<file path="src/rtl/alu_exec_unit.sv">
// alu_exec_unit: multi-cycle integer ALU with valid/ready handshake; iterative sll/srl
// unless ALU_EXEC_BARREL_SHIFT_EN selects a single-cycle barrel shifter.
module alu_exec_unit #(
  parameter int WIDTH   = 32,
  parameter int SHAMT_W = 5
) (
  input  logic               clk,
  input  logic               rst,
  input  logic               in_valid,
  output logic               in_ready,
  input  logic [3:0]         alu_ctrl,
  input  logic [WIDTH-1:0]   op_a,
  input  logic [WIDTH-1:0]   op_b,
  input  logic [SHAMT_W-1:0] shamt,
  output logic               out_valid,
  input  logic               out_ready,
  output logic [WIDTH-1:0]   result,
  output logic               zero,
  output logic               overflow,
  output logic               illegal
);
  typedef enum logic [1:0] {IDLE, SHIFT, DONE} state_t;
  state_t             state_q;
  logic               in_ready_q, out_valid_q, zero_q, ovf_q, ill_q;
  logic [WIDTH-1:0]   res_q;
  logic [WIDTH-1:0]   sum, diff, alu_res;
  logic               alu_ovf, alu_ill, lt;
  assign sum  = op_a + op_b;
  assign diff = op_a - op_b;
  assign lt   = $signed(op_a) < $signed(op_b);
`ifdef ALU_EXEC_BARREL_SHIFT_EN
  logic [WIDTH-1:0] shl, shr;
  assign shl = op_b << shamt;
  assign shr = op_b >> shamt;
`else
  // Shifts load op_b on accept; the SHIFT state walks it one bit per cycle.
  logic [SHAMT_W-1:0] cnt_q;
  logic               dir_q;
  logic               is_shift;
  logic [WIDTH-1:0]   shift_nxt;
  logic [WIDTH-1:0]   shl, shr;
  assign shl       = op_b;
  assign shr       = op_b;
  assign is_shift  = alu_ctrl[3:1] == 3'b010;
  assign shift_nxt = dir_q ? res_q >> 1 : res_q << 1;
`endif
  always_comb begin
    alu_res = '0;
    alu_ovf = 1'b0;
    alu_ill = alu_ctrl[3];
    case (alu_ctrl)
      4'b0000: alu_res = op_a & op_b;
      4'b0001: alu_res = op_a | op_b;
      4'b0010: begin
        alu_res = sum;
        alu_ovf = (op_a[WIDTH-1] == op_b[WIDTH-1]) && (sum[WIDTH-1] != op_a[WIDTH-1]);
      end
      4'b0011: alu_res = op_a ^ op_b;
      4'b0100: alu_res = shl;
      4'b0101: alu_res = shr;
      4'b0110: begin
        alu_res = diff;
        alu_ovf = (op_a[WIDTH-1] != op_b[WIDTH-1]) && (diff[WIDTH-1] != op_a[WIDTH-1]);
      end
      4'b0111: alu_res = {{(WIDTH-1){1'b0}}, lt};
      default: alu_res = '0;
    endcase
  end
  always_ff @(posedge clk) begin
    if (rst) begin
      state_q     <= IDLE;
      in_ready_q  <= 1'b1;
      out_valid_q <= 1'b0;
      res_q       <= '0;
      zero_q      <= 1'b0;
      ovf_q       <= 1'b0;
      ill_q       <= 1'b0;
`ifndef ALU_EXEC_BARREL_SHIFT_EN
      cnt_q       <= '0;
      dir_q       <= 1'b0;
`endif
    end else begin
      case (state_q)
        IDLE: if (in_valid && in_ready_q) begin
          res_q      <= alu_res;
          zero_q     <= alu_res == '0;
          ovf_q      <= alu_ovf;
          ill_q      <= alu_ill;
          in_ready_q <= 1'b0;
`ifndef ALU_EXEC_BARREL_SHIFT_EN
          if (is_shift && shamt != '0) begin
            cnt_q   <= shamt;
            dir_q   <= alu_ctrl[0];
            state_q <= SHIFT;
          end else begin
            state_q     <= DONE;
            out_valid_q <= 1'b1;
          end
`else
          state_q     <= DONE;
          out_valid_q <= 1'b1;
`endif
        end
`ifndef ALU_EXEC_BARREL_SHIFT_EN
        SHIFT: begin
          res_q  <= shift_nxt;
          zero_q <= shift_nxt == '0;
          cnt_q  <= cnt_q - 1'b1;
          if (cnt_q == SHAMT_W'(1)) begin
            state_q     <= DONE;
            out_valid_q <= 1'b1;
          end
        end
`endif
        DONE: if (out_ready) begin
          state_q     <= IDLE;
          out_valid_q <= 1'b0;
          in_ready_q  <= 1'b1;
        end
        default: begin
          state_q     <= IDLE;
          out_valid_q <= 1'b0;
          in_ready_q  <= 1'b1;
        end
      endcase
    end
  end
  assign in_ready  = in_ready_q;
  assign out_valid = out_valid_q;
  assign result    = res_q;
  assign zero      = zero_q;
  assign overflow  = ovf_q;
  assign illegal   = ill_q;
endmodule
</file>
<file path="config.mk">
export PLATFORM = sky130hd
export DESIGN_NAME = alu_exec_unit
export DESIGN_NICKNAME = d
export VERILOG_FILES = /design/src/rtl/alu_exec_unit.sv
export SDC_FILE = /design/constraint.sdc
export NUM_CORES = 1
export LEC_CHECK = 0
export CORE_ASPECT_RATIO = 0.8
export CORE_UTILIZATION = 50
export DETAILED_ROUTE_END_ITERATION = 12
export GPL_TIMING_DRIVEN = 0
export PLACE_DENSITY = 0.79
export SETUP_SLACK_MARGIN = 0.5
export SLEW_MARGIN = 10
export SYNTH_ARGS = -nofsm -noshare
export SYNTH_HDL_FRONTEND = slang
export SYNTH_SLANG_ARGS = --single-unit
</file>
<file path="constraint.sdc">
create_clock -name clk -period 3.2 [get_ports clk]
set_clock_uncertainty 0.05 [all_clocks]
set_input_delay 0.32 -clock clk [delete_from_list [all_inputs] [get_ports clk]]
set_output_delay 0.32 -clock clk [all_outputs]
set_load 0.02 [all_outputs]
</file>
==> impl_metrics.toml <==
[synth]
async_reset_ff_frac = 0
synth_flop_cell = "dfxtp_1"
synthCells = 1203
syn_avg_cell_area_um2 = 6.91
synth_cell_types = 89
yosysSeqAreaShare = 0.108
syn-num-nets = 1383
netlist_area_um2 = 8310
ys_seq_elements = 45
synth_warnings = 0
synth_enable_flop_cells = 0

[power]
vdd_ir_drop_max_uv = 260
leakage_nw = 4.91
power_density_nw_per_um2 = 332

[floorplanning]
die-area_um2 = 17100
initial_core_util = 0.519
chipWidth_um = 146
rows = 41
core_area_um2 = 16000
io_pins = 114
die_height_um = 117

[timing]
hold_viol_final = 0
max_slew.worst_pin.slew_ps = 870
fmax_mhz = 278
setup_viol = 7
rsz0062_at_grt = "yes"
layout_min_cycle_time_ps = 3600
finalSetupTns_ps = -1280
report.final.slew_viol_count = 0
setup_slack_ps = -395
fin_crit_sh = 1.12
max_slew_margin = 0.420

[job]
maxCapViolCount = 0

[placement]
gp_congestion = 1.06
dp_slack_ps = -1530
place_area_um2 = 9810
post-dp-hpwl_um = 27400
portBuffers = 113

[global_routing]
grt.total_usage = 0.426
grtUsageMet2 = 0.618
use_met3 = 0.108
grt_max_degree = 16
top_usage_layer = "met2"
grt_pass1_wl_um = 58000
antenna_found_initial = 0
grt_pass1_vias = 10400
met1_usage = 0.579
grt_overflow = 0

[drt]
drtIter0Drc = 1480
drtAntennaViolNets = 0
vias = 11400
drt_wl_total_um = 39100
drc = 0
wl_per_cell_um = 23.7
firstDrtPassIters = 7
viasPerCell = 6.90

[setup_path]
crit_arrival_ps = 3770
critPathMaxFanout = 3
cp.required_ps = 3370
start_kind = "input port"
worst-setup-path-type = "in2reg"
end_kind = "register"

[clocking]
htree_num_levels = 2
clock_latency_ps = 300
cts_tree = "built"
cts_buffers = 5
cts-root-buf = "clkbuf_16"
clock_path_buffers = 2
clkSinkCount = 45
path_clk_slew_ps = 60

[cells_and_area]
layout-drive-gt1-share = 0.305
synthToLayoutAreaGrowth_pct = 48.4
fin_area_um2 = 12300
mostFrequentLayoutCells = "109 x nor2_1, 94 x buf_4, 80 x ha_1, 77 x a21oi_1, 69 x clkdlybuf4s50_1"
final_nets = 1614
final_common_cell = "nor2_1"
final_util = 0.771
antenna_cells = 0

[status]
status = "finished, violations left"
violations = "negative setup slack"

[hold_path]
hp-class = "reg2reg"
## report_power, final
part           total [mW]  internal [mW]  leakage [nW]  switching [mW]
clock               0.696          0.451        0.0944           0.245
sequential          0.779          0.651         0.366           0.129
combinational        2.62           1.05          4.45            1.57
total                4.10           2.15          4.91            1.94
## sequential cells by signal, summed over array words and instances, names as in the netlist
register and cells:
dir_q 1, result 32, in_ready 1, illegal 1, cnt_q 5, state_q 2, overflow 1, out_valid 1
zero 1
## critical path: stages
cell and delay [ps]:
buf_12 80, buf_8 90, ha_4 140, inv_2 40, fa_2 340, nand3b_1 240
a21boi_4 220, o211ai_1 180, a2111o_1 560, a211oi_4 320, o31ai_2 110, a22o_1 200
mux2i_2 210, o211ai_1 160, or4_1 440, o22ai_2 110
## cell type report
cell class / instances / area (um2)
Buffer: 82 / 622
Clock buffer: 5 / 125
Clock inverter: 3 / 68.8
Fill cell: 1183 / 3670
Inverter: 93 / 359
Multi-Input combinational cell: 983 / 8000
Sequential cell: 45 / 901
Tap cell: 215 / 269
Timing Repair Buffer: 224 / 1990
## cell usage after synthesis (all sizes together), types with 4 or more instances
cell type	number	area, um2
nand4	12	75.1
o21ai	80	400
nand2	67	251
nor3b	14	105
o311ai	4	35.0
nand2b	14	87.6
a21o	15	113
buf	24	133
a31oi	20	125
o311a	4	40.0
and3	10	62.6
inv	93	349
o221ai	8	70.1
nor2b	14	87.6
a211oi	20	175
nor2	122	460
o21bai	12	93.8
nor4	19	125
nor4b	5	50.0
or2	11	71.3
a22o	6	52.6
clkbuf	58	218
a21oi	110	551
a2111oi	4	35.0
a311oi	7	61.3
a21boi	4	33.8
or4	7	52.6
o211ai	18	135
ha	101	1260
nand3	45	230
o22ai	9	62.6
o21a	11	82.6
dfxtp	45	901
or3	11	68.8
a211o	11	96.3
a222oi	7	70.1
mux2i	36	360
a22oi	14	105
o31ai	10	75.1
nor3	42	210
a221oi	12	105
and2	10	62.6
## repair_timing
action / in CTS / in global routing
hold buffers: 0 / 0
resized for setup: 399 / 148
buffers inserted: 74 / 35
setup endpoints to repair: 42 / 30
cloned: 1 / 0
pin swaps: 72 / 69
## layer usage
metal / up-vias / part of all wire / wire length (um)
met1: 5265 / 0.39 / 15300
met3: 211 / 0.14 / 5470
li1: 4926 / - / -
met4: 0 / 0.059 / 2300
met5: - / 0 / 0
met2: 985 / 0.41 / 16100
## cells by family after synthesis
kind of cell             Yosys count  share of synthesized area
AO/OA/AOI/OAI                    421                      0.343
AND/OR/NAND/NOR                  417                      0.255
buffers and inverters            175                     0.0841
adder cells (fa/ha/maj)          103                      0.157
flip-flops                        45                      0.108
multiplexers                      39                     0.0492
XOR/XNOR                           3                    0.00316
## per-stage QoR
stage	hold slack (ps)	power (mW)	instances
3_3_place_gp	422	2.74	1531
2_1_floorplan	360	2.03	1203
3_5_place_dp	427	2.75	1532
6_report	439	4.10	1650
5_1_grt	452	4.26	1650
4_1_cts	442	3.78	1615
## path summary, 6_finish.rpt
kind              depth (start not counted)                     from  slack [ps]               endpoint
setup / recovery                         16                  op_b[0]        -400      zero$_SDFFE_PP0P_
hold / removal                            2    overflow$_SDFFE_PP0P_         440  overflow$_SDFFE_PP0P_
setup reg to reg                         10  state_q[1]$_SDFFE_PP0P_         170      zero$_SDFFE_PP0P_
hold reg to reg                           2    overflow$_SDFFE_PP0P_         440  overflow$_SDFFE_PP0P_
Note: power is estimated with default switching activity, not from simulation.
